File: src/rtl/hilo_muldiv_pkg.sv
// Shared opcode encodings, FSM state encoding and opcode-class helpers
// for the HI/LO multiply/divide unit.
package hilo_muldiv_pkg;

  localparam logic [2:0] OP_MULT  = 3'd0;
  localparam logic [2:0] OP_MULTU = 3'd1;
  localparam logic [2:0] OP_DIV   = 3'd2;
  localparam logic [2:0] OP_DIVU  = 3'd3;
  localparam logic [2:0] OP_MADD  = 3'd4;
  localparam logic [2:0] OP_MSUB  = 3'd5;
  localparam logic [2:0] OP_MTHI  = 3'd6;
  localparam logic [2:0] OP_MTLO  = 3'd7;

  localparam logic [1:0] ST_IDLE = 2'd0;
  localparam logic [1:0] ST_CALC = 2'd1;
  localparam logic [1:0] ST_FIX  = 2'd2;

  function automatic logic is_mul(input logic [2:0] op);
    return (op == OP_MULT) || (op == OP_MULTU) || (op == OP_MADD) || (op == OP_MSUB);
  endfunction

  function automatic logic is_div(input logic [2:0] op);
    return (op == OP_DIV) || (op == OP_DIVU);
  endfunction

  // MADD/MSUB accumulate a signed product, so they count as signed ops.
  function automatic logic is_signed(input logic [2:0] op);
    return (op == OP_MULT) || (op == OP_DIV) || (op == OP_MADD) || (op == OP_MSUB);
  endfunction

endpackage

File: src/rtl/hilo_muldiv_fixup.sv
// Combinational result stage: turns the unsigned magnitude result of the
// iterative datapath into the final HI/LO pair (signs, accumulate, div-by-zero).
module muldiv_fixup
  import hilo_muldiv_pkg::*;
#(
  parameter int WIDTH              = 32,
  parameter int SIGNED_DIV_OVF_SAT = 0
) (
  input  logic [2:0]         op,
  input  logic [WIDTH-1:0]   opA,
  input  logic [WIDTH-1:0]   opB,
  input  logic [2*WIDTH-1:0] prod,
  input  logic [WIDTH-1:0]   hiIn,
  input  logic [WIDTH-1:0]   loIn,
  output logic [WIDTH-1:0]   hiOut,
  output logic [WIDTH-1:0]   loOut
);

  localparam logic [WIDTH-1:0] MOST_NEG = {1'b1, {(WIDTH-1){1'b0}}};
  localparam logic [WIDTH-1:0] MOST_POS = {1'b0, {(WIDTH-1){1'b1}}};

  logic               negA;
  logic               negB;
  logic [2*WIDTH-1:0] prodSigned;
  logic [2*WIDTH-1:0] acc;
  logic [WIDTH-1:0]   quo;
  logic [WIDTH-1:0]   rem;
  logic [2*WIDTH-1:0] result;

  always_comb begin
    negA       = is_signed(op) && opA[WIDTH-1];
    negB       = is_signed(op) && opB[WIDTH-1];
    prodSigned = (negA ^ negB) ? -prod : prod;
    acc        = {hiIn, loIn};
    quo        = prod[WIDTH-1:0];
    rem        = prod[2*WIDTH-1:WIDTH];
    result     = prodSigned;

    case (op)
      OP_MADD: result = acc + prodSigned;
      OP_MSUB: result = acc - prodSigned;
      OP_DIV, OP_DIVU: begin
        if (opB == '0) begin
          result = {opA, {WIDTH{1'b1}}};
        end else begin
          if (negA ^ negB) quo = -quo;
          if (negA) rem = -rem;
          // Most-negative / -1 wraps back to most-negative unless saturating.
          if ((SIGNED_DIV_OVF_SAT != 0) && (op == OP_DIV) &&
              (opA == MOST_NEG) && (opB == {WIDTH{1'b1}}))
            quo = MOST_POS;
          result = {rem, quo};
        end
      end
      default: result = prodSigned;
    endcase

    hiOut = result[2*WIDTH-1:WIDTH];
    loOut = result[WIDTH-1:0];
  end

endmodule

File: src/rtl/hilo_muldiv.sv
// Iterative HI/LO multiply/divide unit: one bit per cycle in CALC,
// sign correction and accumulation in a single FIX cycle.
//   state   | meaning
//   IDLE    | waiting for Start; MTHI/MTLO complete here
//   CALC    | WIDTH cycles of shift-add (mul) or restoring (div) steps
//   FIX     | sign fixup / accumulate, HI/LO written at exit
module hilo_muldiv
  import hilo_muldiv_pkg::*;
#(
  parameter int WIDTH              = 32,
  parameter int SIGNED_DIV_OVF_SAT = 0
) (
  input  logic             Clk,
  input  logic             Reset,
  input  logic             Start,
  input  logic [2:0]       Op,
  input  logic [WIDTH-1:0] OperandA,
  input  logic [WIDTH-1:0] OperandB,
  input  logic             Flush,
  output logic             Busy,
  output logic             Done,
  output logic             DivByZero,
  output logic [WIDTH-1:0] HI,
  output logic [WIDTH-1:0] LO
);

  localparam int CW = $clog2(WIDTH + 1);

  logic [1:0]         state;
  logic [CW-1:0]      cnt;
  logic [2:0]         opReg;
  logic [WIDTH-1:0]   opA;
  logic [WIDTH-1:0]   opB;
  logic [WIDTH-1:0]   addend;
  logic [2*WIDTH-1:0] prod;

  logic [WIDTH-1:0]   magA;
  logic [WIDTH-1:0]   magB;
  logic [WIDTH:0]     mulSum;
  logic [WIDTH:0]     divShift;
  logic [WIDTH:0]     divTrial;
  logic [2*WIDTH-1:0] prodStep;
  logic [WIDTH-1:0]   fixHi;
  logic [WIDTH-1:0]   fixLo;

  assign Busy = (state != ST_IDLE);

  always_comb begin
    magA = (is_signed(Op) && OperandA[WIDTH-1]) ? -OperandA : OperandA;
    magB = (is_signed(Op) && OperandB[WIDTH-1]) ? -OperandB : OperandB;
  end

  // prod holds {partial, multiplier} for mul and {remainder, quotient} for div;
  // addend is the multiplicand or divisor magnitude respectively.
  always_comb begin
    mulSum   = {1'b0, prod[2*WIDTH-1:WIDTH]} + {1'b0, (prod[0] ? addend : {WIDTH{1'b0}})};
    divShift = {prod[2*WIDTH-1:WIDTH], prod[WIDTH-1]};
    divTrial = divShift - {1'b0, addend};
    if (is_div(opReg)) begin
      if (divTrial[WIDTH])
        prodStep = {divShift[WIDTH-1:0], prod[WIDTH-2:0], 1'b0};
      else
        prodStep = {divTrial[WIDTH-1:0], prod[WIDTH-2:0], 1'b1};
    end else begin
      prodStep = {mulSum, prod[WIDTH-1:1]};
    end
  end

  muldiv_fixup #(
    .WIDTH              (WIDTH),
    .SIGNED_DIV_OVF_SAT (SIGNED_DIV_OVF_SAT)
  ) uFixup (
    .op    (opReg),
    .opA   (opA),
    .opB   (opB),
    .prod  (prod),
    .hiIn  (HI),
    .loIn  (LO),
    .hiOut (fixHi),
    .loOut (fixLo)
  );

  always_ff @(posedge Clk or negedge Reset) begin
    if (!Reset) begin
      state     <= ST_IDLE;
      cnt       <= '0;
      opReg     <= OP_MULT;
      opA       <= '0;
      opB       <= '0;
      addend    <= '0;
      prod      <= '0;
      Done      <= 1'b0;
      DivByZero <= 1'b0;
      HI        <= '0;
      LO        <= '0;
    end else begin
      Done      <= 1'b0;
      DivByZero <= 1'b0;
      case (state)
        ST_IDLE: begin
          if (Start && !Flush) begin
            if (Op == OP_MTHI) begin
              HI   <= OperandA;
              Done <= 1'b1;
            end else if (Op == OP_MTLO) begin
              LO   <= OperandA;
              Done <= 1'b1;
            end else begin
              opReg  <= Op;
              opA    <= OperandA;
              opB    <= OperandB;
              addend <= is_div(Op) ? magB : magA;
              prod   <= {{WIDTH{1'b0}}, (is_div(Op) ? magA : magB)};
              cnt    <= CW'(WIDTH);
              state  <= ST_CALC;
            end
          end
        end
        ST_CALC: begin
          if (Flush) begin
            state <= ST_IDLE;
            cnt   <= '0;
          end else begin
            prod <= prodStep;
            cnt  <= cnt - CW'(1);
            if (cnt == CW'(1)) state <= ST_FIX;
          end
        end
        ST_FIX: begin
          state <= ST_IDLE;
          if (!Flush) begin
            HI        <= fixHi;
            LO        <= fixLo;
            Done      <= 1'b1;
            DivByZero <= is_div(opReg) && (opB == '0);
          end
        end
        default: state <= ST_IDLE;
      endcase
    end
  end

endmodule

File: config.mk
export PLATFORM = sky130hd
export DESIGN_NAME = hilo_muldiv
export DESIGN_NICKNAME = d
export VERILOG_FILES = /design/src/rtl/hilo_muldiv_pkg.sv /design/src/rtl/hilo_muldiv_fixup.sv /design/src/rtl/hilo_muldiv.sv
export SDC_FILE = /design/constraint.sdc
export NUM_CORES = 1
export LEC_CHECK = 0
export ABC_AREA = 1
export CORE_ASPECT_RATIO = 0.7
export CORE_MARGIN = 10
export CORE_UTILIZATION = 50
export DETAILED_ROUTE_END_ITERATION = 16
export PLACE_DENSITY = 0.71
export SYNTH_ARGS = -nofsm -noshare
export SYNTH_HDL_FRONTEND = slang
export SYNTH_SLANG_ARGS = --single-unit
File: constraint.sdc
create_clock -name Clk -period 7.26 [get_ports Clk]
set_input_delay 1.089 -clock Clk [delete_from_list [all_inputs] [get_ports Clk]]
set_output_delay 1.089 -clock Clk [all_outputs]
set_load 0.005 [all_outputs]
* Yosys cells after proc, flatten, opt, wreduce, memory -nomap -nowiden
Cells that the tools add are included.
Word-level totals: logic and storage cells 118, output and inout bits 67, bits in registers 237, bits of input ports 71
Operators by class: reductions and logical operators 29, bitwise gates (word level) 3, add/subtract/negate cells 10, multiplexer cells 44, equal/unequal tests 21
Operators by type and width (number):
- $mux 64 | 8
- $mux 32 | 14
- $pmux 64 s3 | 1
- $neg 32->32 | 4
- $pmux 32 s2 | 2
- $pmux 64 s2 | 1
- $add 64x64->64 | 1
- $neg 64->64 | 1
- $sub 64x64->64 | 1
- $add 32x32->33 | 1
- $sub 33x32->33 | 1
- $logic_not 32->1 | 1
- $mux 6 | 4
- $eq 3x3->1 const B | 6
- $reduce_and 4->1 | 4
- $ne 2x2->1 const B | 7
- $eq 3x2->1 const B | 4
- $pmux 6 s2 | 1
- $mux 2 | 5
- $reduce_and 5->1 | 2
- $logic_or 1x1->1 | 8
- $eq 6x1->1 const B | 1
- $logic_and 1x1->1 | 6
- $logic_not 3->1 | 2
- other kinds (13) | 21

* Depth between registers and ports, before layout
Gate-level depths: netlist (run 1).
depth in word-level cells 11, gate-level depth with buffers 37, mapped depth without buffers 37

* Modules after synthesis
From an unflattened synthesis (run 1), not the netlist that was laid out.
Unflattened totals: cell total of the unflattened synthesis 4943, area total of the unflattened synthesis 28596.2 um^2
By module, submodules not included:
- hilo_muldiv | area each 18091.1 um^2, cells an instance 2818, seq. area each 5930.7 um^2, times used 1
- muldiv_fixup | area each 10505.1 um^2, cells an instance 2125, seq. area each 0.0 um^2, times used 1

* Worst setup path after synthesis (run 1)
OpenSTA, ideal clock, no wires.
kind register to register, from register prod[0], to register HI[8], path slack 2.821 ns, data required time 7.126 ns, period minus slack after synthesis 4.439 ns, data arrival time 4.305 ns, stages on the path, launching flop included 31, setup time 0.134 ns, path buffers 1, cell sequence dfrtp_1 -> buf_6 -> inv_2 -> ha_1 -> nand2_2 -> nor2_8 -> inv_1 -> nand3_1 -> nand2_1 -> nor2_1 -> nand3_1 -> nor2_2 -> inv_2 -> nor2_4 -> nand4_2 -> inv_2 -> a21oi_1 -> xor2_1 -> inv_1 -> ha_1 -> a21o_1 -> a21oi_1 -> a21boi_0 -> o21ai_0 -> a21oi_1 -> o21ai_0 -> or2_2 -> nand3_1 -> o221ai_1 -> a21oi_1 -> o21ai_0
On the way: longest elaborated chain between the ends 6, elaborated cells between the ends (all ways) 7, classes of those cells 3 x add/sub; 4 x mux
Ends and longest elaborated chain:
- start, declared | RTL line hilo_muldiv.sv:35 | logic [2*WIDTH-1:0] prod;
- start signal, assigned | RTL line hilo_muldiv.sv:113 | prod <= {{WIDTH{1'b0}}, (is_div(Op) ? magA : magB)};
- start signal, assigned | RTL line hilo_muldiv.sv:124 | prod <= prodStep;
- $neg 64->64 | RTL line hilo_muldiv_fixup.sv:33 | prodSigned = (negA ^ negB) ? -prod : prod;
- $mux 64 * | RTL line hilo_muldiv_fixup.sv:33
- $sub 64x64->64 or $add 64x64->64 (tied branches) | RTL line hilo_muldiv_fixup.sv:41, hilo_muldiv_fixup.sv:40
- $pmux 64 s3 * | RTL line hilo_muldiv_fixup.sv:39 | case (op)
- $mux 32 * | RTL line hilo_muldiv.sv:131 | if (!Flush) begin
- $pmux 32 s2 * | RTL line hilo_muldiv.sv:99 | case (state)
- end signal, assigned | RTL line hilo_muldiv.sv:103 | HI <= OperandA;
- end signal, assigned | RTL line hilo_muldiv.sv:132 | HI <= fixHi;
- end, declared | RTL line hilo_muldiv.sv:23 | output logic [WIDTH-1:0] HI,
Mark *: on every way between the ends. The rest lies on a longest branch, timed or not. The select of a mux whose other input is x is not followed. A chain may end at the register's enable or synchronous reset.

* Worst setup path after layout (run 1)
from register opB[31], to register HI[13]
On the way: longest elaborated chain between the ends 7, elaborated cells between the ends (all ways) 10, classes of those cells 2 x add/sub; 5 x mux; 1 x bitwise; 2 x reduce/logical
Ends and longest elaborated chain:
- start, declared | RTL line hilo_muldiv.sv:33 | logic [WIDTH-1:0] opB;
- start signal, assigned | RTL line hilo_muldiv.sv:111 | opB <= OperandB;
- $logic_and 1x1->1 | RTL line hilo_muldiv_fixup.sv:32 | negB = is_signed(op) && opB[WIDTH-1];
- $xor 1x1->1 | RTL line hilo_muldiv_fixup.sv:33
- $mux 64 | RTL line hilo_muldiv_fixup.sv:33
- $sub 64x64->64 or $add 64x64->64 (tied branches) | RTL line hilo_muldiv_fixup.sv:41, hilo_muldiv_fixup.sv:40
- $pmux 64 s3 * | RTL line hilo_muldiv_fixup.sv:39
- $mux 32 * | RTL line hilo_muldiv.sv:131
- $pmux 32 s2 * | RTL line hilo_muldiv.sv:99
Marked as above.

==> results.py, run 1 <==
metrics = {
    "floorplanning": {
        "i_o_pins": 138,
        "core_area_um2": 52100,
        "fp-row-count": 70,
        "dieArea_um2": 62300,
        "initial_utilization_pct": 50.4,
        "die-height_um": 212,
        "die-width_um": 294,
    },
    "global_routing": {
        "grt_pass1_wl_um": 183000,
        "first_global_vias": 28166,
        "grt_antenna_before_repair": 10,
        "aggregate_global_route_resource_usage_pct": 39.0,
        "remaining_global_route_overflow": 0,
        "grt_start_max_net_pins": 147,
    },
    "logic_synthesis": {
        "synthFlopType": "dfrtp_1",
        "synth-compound-area-share_pct": 23.8,
        "synth_adder_area_share_pct": 6.61,
        "synth_enable_flop_cells": 0,
        "synth_nets": 4495,
        "synthesis.yosys.warnings": 0,
        "synth_xor_xnor_area_share_pct": 5.93,
        "synth.mux.area_fraction_pct": 0,
        "asyncSetResetFlopFracSynth_pct": 100,
        "post_synth_inst_count": 4287,
        "synth_sequential_area_ratio_pct": 22.6,
        "synth-simple-area-share_pct": 31.1,
        "post_synth_instance_area_um2": 26300,
        "largest_family_of_logic_cells_by_synthesized_area": "simple AND/OR/NAND/NOR gates",
        "synth-seq-cells": 237,
        "postSynthAreaPerCell_um2": 6.13,
        "post_synth_num_cell_types": 57,
    },
    "clock_network": {
        "tritoncts": "done",
        "tritoncts.num_buffers": 30,
        "cts_htree_levels": 1,
        "clockRootBuffer": "clkbuf_16",
        "clock_transition_at_the_register_clock_pins_on_the_worst_setup_and_hold_paths_after_cts_ps": 70,
        "clk-insertion-delay-late_ps": 610,
        "numClockSinks": 237,
        "ctsLongestPathBuffers": 3,
    },
    "placed_design": {
        "dp_hpwl_um": 101000,
        "routabilityCongestion": 1.08,
        "place_area_um2": 28300,
        "io_buffers": 137,
    },
    "drt": {
        "post-route-drc-count": 0,
        "avgRoutedWirePerCell_um": 24.7,
        "post_drt_via_cell_ratio": 6.24,
        "routed_wl_um": 125000,
        "first_iter_violations": 5030,
        "route.antenna.remaining_nets": 0,
        "routed_vias": 31660,
        "first_pass_iters": 7,
    },
    "setup_path": {
        "worst_path_max_delay_cell": "xnor2_1",
        "crit_path_frequent_cell": "nand2_1",
        "critical_path.startpoint": "opB[31]$_DFFE_PN0P_",
        "worst_ep_required_time_ps": 7740,
        "r2r_start": "opB[31]$_DFFE_PN0P_",
        "cp_slowest_stage_delay_ps": 650,
        "arrival_ps": 7600,
        "critPathLaunchType": "register",
        "worst-setup-path-type": "reg2reg",
        "setup.worst_path.end_class": "register",
        "worst-path-max-fanout": 18,
    },
    "job": {
        "max_cap_viols": 0,
    },
    "sta": {
        "setup_viol_count_final": 0,
        "final-hold-violation-count": 0,
        "min_period_ps": 7120,
        "worst_max_slew_pin_slew_ps": 1140,
        "timing.final.crit_share_pct": 98.1,
        "maxSlewHeadroom_pct": 23.8,
        "rsz_0062_raised_after_global_routing": "false",
        "finalMaxSlewViolations": 0,
        "maxClockFrequency_ghz": 0.140,
        "fin_tns_setup_ps": 0,
        "skew_ps": 16.1,
    },
    "final_layout": {
        "fillCellCount": 5233,
        "areaGrowthSynthToFinish_pct": 11.8,
        "layout_common_cells": "947 x nand2_1, 531 x nor2_1, 525 x inv_1",
        "total_nets_final": 4566,
        "final_cell_area_um2": 29400,
        "layout_commonest_cell": "nand2_1",
        "post_route_cells_drive_above_1_share_pct": 4.79,
        "final_core_util_pct": 56.4,
    },
    "min_path": {
        "hp-class": "reg2reg",
        "timing.hold.worst.start": "opB[7]$_DFFE_PN0P_",
    },
    "outcome": {
        "run_status": "complete, no violations",
    },
}
registers in the layout, summed over array words and instances, names as in the netlist, 2 cells and up:
register  count
HI           32
LO           32
addend       32
cnt           6
opA          32
opB          32
opReg         3
prod         64
state         2
cell families (layout without fill, tap and decap cells):
logic type                 Yosys count  count (layout)
other                                0               8
AOI/OAI and AO/OA                 1111            1111
and+or+nand+nor                   1939            1940
DFF                                237             237
adders and majority gates          137             137
xor gates and xnor gates           177             177
buffers and inverters              686             778
per-layer routing:
layer	up-vias	routed length (um)	global-route usage, %	part of all wire [%]
li1	14479	-	-	-
met1	14767	54000	56.2	43
met2	2159	47600	51.8	38
met3	243	20800	17.6	17
met4	12	2900	7.73	2.3
met5	-	109	0	0.087
worst paths after layout:
check | end | slack (ps) | depth (start not counted)
setup / recovery | HI[13]$_DFFE_PN0P_ | 140 | 30
hold / removal | opB[7]$_DFFE_PN0P_ | 470 | 2
setup reg to reg | HI[13]$_DFFE_PN0P_ | 140 | 30
hold reg to reg | opB[7]$_DFFE_PN0P_ | 470 | 2
max in group asynchronous | opB[28]$_DFFE_PN0P_ | 5320 | 2
min in group asynchronous | addend[24]$_DFFE_PN0P_ | 490 | 1
metrics by stage:
| stage | hold WS [ps] | setup slack (ps) | std cells |
|---|---|---|---|
| after CTS | 475 | 106 | 5063 |
| after floorplan | 442 | 2820 | 4287 |
| after global placement | 458 | 54.3 | 5009 |
| after global routing | 493 | 73.1 | 5064 |
| after detailed placement | 461 | 134 | 5009 |
| final | 474 | 141 | 5072 |
worst max-delay path, delay by kind of cell (launching register included):
family | cells | cell delay (ps)
fa+ha+maj | 1 | 360
simple gates | 19 | 3800
compound gates | 4 | 1080
xor+xnor | 2 | 800
flops | 1 | 440
buf+inv | 4 | 500
Yosys cell counts (4+ instances only):
| cell type | n | area share (%) |
|---|---|---|
| nand2_1 | 948 | 14 |
| nor2_1 | 537 | 7.7 |
| inv_1 | 528 | 7.5 |
| o21ai_0 | 435 | 8.3 |
| a21oi_1 | 351 | 6.7 |
| dfrtp_1 | 237 | 23 |
| nand3_1 | 235 | 4.5 |
| xor2_1 | 158 | 5.3 |
| ha_1 | 134 | 6.4 |
| clkbuf_1 | 123 | 1.8 |
| a31oi_1 | 87 | 2.1 |
| o211ai_1 | 61 | 1.7 |
| nor3_1 | 56 | 1.1 |
| nand4_1 | 49 | 1.2 |
| o22ai_1 | 38 | 0.90 |
| or2_2 | 34 | 0.81 |
| o221ai_1 | 23 | 0.77 |
| o21bai_1 | 21 | 0.60 |
| nor4_1 | 19 | 0.45 |
| xnor2_1 | 18 | 0.60 |
| a21boi_0 | 15 | 0.43 |
| nor2_2 | 14 | 0.33 |
| nand2_2 | 13 | 0.31 |
| o21a_1 | 13 | 0.37 |
| o31ai_1 | 13 | 0.37 |
| a21o_1 | 12 | 0.34 |
| o21ai_1 | 10 | 0.19 |
| buf_1 | 9 | 0.13 |
| a22oi_1 | 7 | 0.20 |
| inv_2 | 7 | 0.10 |
| o21ai_2 | 7 | 0.23 |
| buf_2 | 6 | 0.11 |
| buf_6 | 6 | 0.26 |
| nand3b_1 | 6 | 0.17 |
| a211oi_1 | 5 | 0.14 |
| and3_1 | 5 | 0.12 |
| clkinv_1 | 5 | 0.071 |
| nor2_4 | 5 | 0.21 |
| nor3_2 | 5 | 0.19 |
| nor3b_1 | 4 | 0.11 |
layout make-up:
cell class / count / area (um^2) / share of cell area (%)
Tap cell: 684 / 856 / 2.91
Clock buffer: 41 / 862 / 2.93
Clock inverter: 13 / 159 / 0.541
Antenna cell: 8 / 20.0 / 0.0681
Timing Repair Buffer: 184 / 1740 / 5.93
Sequential cell: 237 / 5930 / 20.2
Multi-Input combinational cell: 3365 / 17800 / 60.5
Inverter: 540 / 2030 / 6.90
what timing repair did:
| item | in CTS | in global routing |
|---|---|---|
| hold buffers | 0 | 0 |
| gates resized for setup | 0 | 2 |
| buffers inserted | 0 | 0 |
| endpoints found under the setup margin | 0 | 3 |
Power of run 1 is left out: the tool's default activity adds up to more than one toggle a clock period on the data nets, which glitch-free logic cannot reach.
==> run 2, diff against run 1 <==
--- a/config.mk
+++ b/config.mk
@@ -6,6 +6,7 @@
 export NUM_CORES = 1
 export LEC_CHECK = 0
 export ABC_AREA = 1
+export CAP_MARGIN = 5
 export CORE_ASPECT_RATIO = 0.7
 export CORE_MARGIN = 10
 export CORE_UTILIZATION = 50
==> results of run 2 <==
The final DEF is identical to that of run 1; final timing and power are the same.
Power of run 2 is left out for the same reason.
